==> config.mk <==
export PLATFORM = sky130hd
export DESIGN_NAME = pyc_cdc_sync_filt
export DESIGN_NICKNAME = d
export VERILOG_FILES = /design/src/rtl/pyc_cdc_sync_filt.sv
export SDC_FILE = /design/constraint.sdc
export NUM_CORES = 1
export LEC_CHECK = 0
export CORE_AREA = 10 10 47 49
export CTS_CLUSTER_SIZE = 24
export DETAILED_ROUTE_END_ITERATION = 6
export DIE_AREA = 0 0 57 59
export GPL_ROUTABILITY_DRIVEN = 1
export HOLD_SLACK_MARGIN = 0.03
export PLACE_DENSITY = 0.75
export SLEW_MARGIN = 25
export SYNTH_ARGS = -nofsm -noshare
export SYNTH_HDL_FRONTEND = slang
export SYNTH_SLANG_ARGS = --single-unit
==> constraint.sdc <==
create_clock -name clk -period 1.3 [get_ports clk]
set_input_delay 0.13 -clock clk [delete_from_list [all_inputs] [get_ports clk]]
set_output_delay 0.13 -clock clk [all_outputs]
set_load 0.02 [all_outputs]
==> src/rtl/pyc_cdc_sync_filt.sv <==
// Multi-channel CDC synchroniser with per-channel stability filter and registered edge pulses.
// Optional aborted-change counter enabled by defining PYC_CDC_SYNC_FILT_GLITCH_EN.
module pyc_cdc_sync_filt #(
    parameter int                    CHANNELS = 4,
    parameter int                    STAGES   = 2,
    parameter int                    FILTER   = 0,
    parameter logic [CHANNELS-1:0]   RST_VAL  = '0
) (
    input  logic                clk,
    input  logic                rst,
    input  logic [CHANNELS-1:0] in,
    output logic [CHANNELS-1:0] out,
    output logic [CHANNELS-1:0] rise,
    output logic [CHANNELS-1:0] fall
`ifdef PYC_CDC_SYNC_FILT_GLITCH_EN
    ,
    input  logic                glitch_clr,
    output logic [15:0]         glitch_cnt
`endif
);

    localparam int CW = (FILTER == 0) ? 1 : $clog2(FILTER + 1);

    if (STAGES < 1 || CHANNELS < 1) begin : g_param_check
        $fatal(1, "pyc_cdc_sync_filt: STAGES and CHANNELS must both be >= 1");
    end

    logic [STAGES-1:0][CHANNELS-1:0] s_q;
    logic [CHANNELS-1:0]             sl;
    logic [CHANNELS-1:0]             out_q, out_d;
    logic [CHANNELS-1:0]             rise_q, rise_d;
    logic [CHANNELS-1:0]             fall_q, fall_d;
    logic [CHANNELS-1:0][CW-1:0]     cnt_q, cnt_d;

    assign sl = s_q[STAGES-1];

    // NOTE: every signal written here gets its default first, so no path leaves it unassigned (no latch).
    always_comb begin
        out_d = out_q;
        cnt_d = cnt_q;
        for (int c = 0; c < CHANNELS; c++) begin
            if (sl[c] == out_q[c]) begin
                cnt_d[c] = '0;
            end else if (cnt_q[c] == CW'(FILTER)) begin
                out_d[c] = sl[c];
                cnt_d[c] = '0;
            end else begin
                cnt_d[c] = cnt_q[c] + CW'(1);
            end
        end
        rise_d = out_d & ~out_q;
        fall_d = ~out_d & out_q;
    end

    // NOTE: state registers use non-blocking assignments so every flop samples pre-edge values.
    always_ff @(posedge clk or posedge rst) begin
        if (rst) begin
            s_q    <= {STAGES{RST_VAL}};
            out_q  <= RST_VAL;
            cnt_q  <= '0;
            rise_q <= '0;
            fall_q <= '0;
        end else begin
            s_q[0] <= in;
            for (int k = 1; k < STAGES; k++) begin
                s_q[k] <= s_q[k-1];
            end
            out_q  <= out_d;
            cnt_q  <= cnt_d;
            rise_q <= rise_d;
            fall_q <= fall_d;
        end
    end

    assign out  = out_q;
    assign rise = rise_q;
    assign fall = fall_q;

`ifdef PYC_CDC_SYNC_FILT_GLITCH_EN
    logic        abort;
    logic [15:0] glitch_q, glitch_d;

    // A pending change that collapses back to the current output counts as one glitch per cycle.
    always_comb begin
        abort = 1'b0;
        for (int c = 0; c < CHANNELS; c++) begin
            if (cnt_q[c] != '0 && sl[c] == out_q[c]) begin
                abort = 1'b1;
            end
        end
        glitch_d = glitch_q;
        if (glitch_clr) begin
            glitch_d = '0;
        end else if (abort && glitch_q != 16'hFFFF) begin
            glitch_d = glitch_q + 16'd1;
        end
    end

    always_ff @(posedge clk or posedge rst) begin
        if (rst) begin
            glitch_q <= '0;
        end else begin
            glitch_q <= glitch_d;
        end
    end

    assign glitch_cnt = glitch_q;
`endif

endmodule

# Yosys cells after proc, flatten, opt, wreduce, memory -nomap -nowiden

Cells that the tools add are included.

Add/subtract/negate cells: 4
Bitwise operators: 4
Multiplexer cells: 16
Equal/unequal tests: 4

Operators by type and width:

| operator            | number |
|---|---|
| $mux 1              | 16 |
| $and 4x4->4         | 2 |
| $not 4->4           | 2 |
| $add 1x1->1 const B | 4 |
| $eq 1x1->1          | 4 |

Flip-flop bits (word level): 24
Input port bits: 6
Word-level logic and storage cells: 37

# Longest topological paths before layout

Depth in word-level cells: 4
Depth in mapped cells: 1
Mapped depth without buffers: 1

# Worst setup path before layout

OpenSTA, ideal clock, no wires.

Path type: reg2reg
From: register out_q[0], in the netlist out[0]
To: register fall_q[0], in the netlist fall[0]
Stages on the path, launching flop included: 2
Arrival: 589 ps
Data required time: 1182 ps
Path slack: 593 ps
Path through: dfrtp_1 nor2b_1

Word-level cells in the longest chain between the ends: 4

RTL lines:

| item                                 | line   | source |
|---|---|---|
| from (decl)                          | 30     | `logic [CHANNELS-1:0] out_q, out_d;` |
| from (signal assigned)               | 68     | `out_q <= out_d;` |
| $mux 1 or $eq 1x1->1 (tied branches) | 44, 42 |  |
| $mux 1                               | 42     | `if (sl[c] == out_q[c]) begin` |
| $not 4->4                            | 52     | `fall_d = ~out_d & out_q;` |
| $and 4x4->4 (*)                      | 52     |  |
| via fall_d[0]                        | 32     | `logic [CHANNELS-1:0] fall_q, fall_d;` |
| to (signal assigned)                 | 71     | `fall_q <= fall_d;` |
| to (decl)                            | 32     |  |

The timed path passes the listed nets; every way through them passes the cells marked *.

# Worst setup path after layout

From: register out_q[1], in the netlist out[1]
To: output out[1]

RTL lines:

| item      | line | source |
|---|---|---|
| to (decl) | 12   | `output logic [CHANNELS-1:0] out,` |

No word-level cell between the ends.

==> results.cfg <==
[power_and_ir_drop]
switching_share_pct = 21.2
combPwrFrac_pct = 8.1
pwr-share-clk_pct = 31.3
pwr_density_cell_mw_per_mm2 = 1400
sequentialPowerShare_pct = 60.6
p_leak_nw = 0.390
intPower_uw = 864
ir_drop_mv = 0.773
switching_power_uw = 232

[run_status]
status = finished clean

[grt]
antenna_found_initial = 0
grt_max_degree = 16
grt_pass1_wl_um = 1390
gr-total-overflow = 0
track_usage_pct = 5.30
grt_pass1_vias = 315

[synth]
seq_area_frac_synth_pct = 87.9
synth_common_cells = 20 x dfrtp_1, 8 x nor2b_1, 4 x clkbuf_1
synth_edf_count = 0
async_flop_share_pct = 100
netlist_instances = 33
avgSynthCellArea_um2 = 17.3
synth_nets = 39
synthesis.area_um2 = 569
synthFlopType = dfrtp_1
synth_top_cell_by_area = dfrtp_1
ys_seq_elements = 20
synth.most_common_cell = dfrtp_1
synth_top_area_share_pct = 87.9
ys_top_cells_by_area = dfrtp_1 88%, nor2b_1 8.8%, clkbuf_1 2.6%, inv_1 0.66%
ys_types = 4
yosysWarnings = 0

[layout]
finalNetCount = 59
multi_input_area_um2 = 50.0
stdcell_count = 68
nFillCells = 122
diodes = 0
ff_latch_area_um2 = 500
drive_gt1_share_pct = 9.62
syn_to_final_growth_pct = 37.6

[setup_path]
crit_chain = dlygate4sd2_1
critPathMaxStageDelay_ps = 400
crit_family = flip-flops
slowest_stage = dfrtp_1
path_buf_inv = 1
critPathLaunchType = flip-flop
crit_fanout = 3
cp.arrival_ps = 1020
cp.depth = 1
reg2regPathDepth = 1
endpoint_kind = output pin
critical_path_class = reg2out
cp.required_ps = 1170

[clock_tree]
cts.clk_slew.worst_paths_ps = 100
htreeDepth = 1
clock-sinks = 20
cts_inserted_buffers = 3
cts_setup_buffers = 0
cts_tree = done
cts_buffer_depth = 2
root_buffer = clkbuf_4
worstSkewPairLatency_ps = 290

[timing]
maxSlewViolCount = 0
worst_pin_slew_ps = 222
rsz0062_at_grt = false
fmax_mhz = 871
finalHoldViolCount = 0
setup_viol = 0
min_period_over_period_pct = 88.4
slew_headroom_pct = 85.2
finalWorstSetupSlack_ps = 151
min_period_ps = 1150
setup_tns_ps = 0
finClkSkew_ps = 1.21

[placement]
placed_cells = 63
dp_slack_ps = 206
port_buffers = 17
place_congestion = 0.667
place_hpwl_um = 627

[routing]
drt-initial-drc-count = 2
dr.pass1.iters = 2
num_vias = 300
vias_per_cell = 4.41
ant_nets = 0
drc_errors = 0
wl_per_cell_um = 11.2
wl_um = 764

[floorplanning]
rows = 14
coreArea_mm2 = 0.00140
die_y_um = 59
design.die.area_mm2 = 0.00336
dieWidth_um = 57
io_pins = 18
start_util_pct = 40.6

[run]
drv_cap = 0

[min_path]
min_path_type = in2reg
min_path_cells = 1
-- power by group through the flow --
stage	registers, mW	logic [mW]	clock network, mW
floorplan	0.702	0.0208	0
global placement	0.677	0.102	0
detailed placement	0.679	0.103	0
CTS	0.666	0.0919	0.345
global route	0.670	0.0970	0.377
finish	0.665	0.0887	0.344
-- final timing paths --
kind	slack [ps]	from	to
hold reg to reg	360	s_q[1]$_DFF_PP0_	sl[1]$_DFF_PP0_
min in group asynchronous	570	rst	s_q[0]$_DFF_PP0_
setup / recovery	150	out[1]$_DFF_PP0_	out[1]
max in group asynchronous	300	rst	fall[2]$_DFF_PP0_
hold / removal	260	in[1]	s_q[1]$_DFF_PP0_
setup reg to reg	670	sl[3]$_DFF_PP0_	rise[3]$_DFF_PP0_
-- per-layer routing --
metal	part of all wire, %	track usage [%]
met5	0	0
met4	2.5	4.03
met3	8.9	2.58
met2	43	7.75
met1	45	5.81
-- placed cells by master, fill, tap and decap left out --
cell type / instances
buf_4: 1
clkbuf_4: 3
clkbuf_8: 1
clkdlybuf4s50_1: 5
dfrtp_1: 20
dlygate4sd2_1: 12
dlygate4sd3_1: 1
inv_1: 1
nor2b_1: 8
-- metrics by stage --
| stage | util [%] | total power, mW | hold WS, ps | area, um^2 |
|---|---|---|---|---|
| final | 55.9 | 1.10 | 263 | 783 |
| after global routing | 55.9 | 1.14 | 257 | 783 |
| after CTS | 55.9 | 1.10 | 266 | 783 |
| after detailed placement | 53.7 | 0.782 | 336 | 752 |
| after global placement | 53.7 | 0.778 | 332 | 752 |
| after floorplan | - | 0.722 | 93.8 | 569 |
-- logic make-up after synthesis --
group         synth area share [%]
flops                         87.9
simple gates                  8.79
buf+inv                       3.30
-- area by class of cell --
class / count / share of cell area, %
clock buffer: 4 / 4.63
tap: 16 / 2.56
inverter: 1 / 0.479
timing repair buffer: 19 / 22.0
sequential: 20 / 63.9
multi-input combinational: 8 / 6.39
-- registers in the layout (all words and copies together) (netlist names) --
| signal | count |
|---|---|
| fall | 4 |
| out | 4 |
| s_q | 4 |
| rise | 4 |
| sl | 4 |
-- what timing repair did --
action,CTS,global route
resized for setup,12,0
endpoints found under the setup margin,12,0
hold buffers,1,0
hold endpoints to repair,5,0
(Power assumes the default switching activity.)
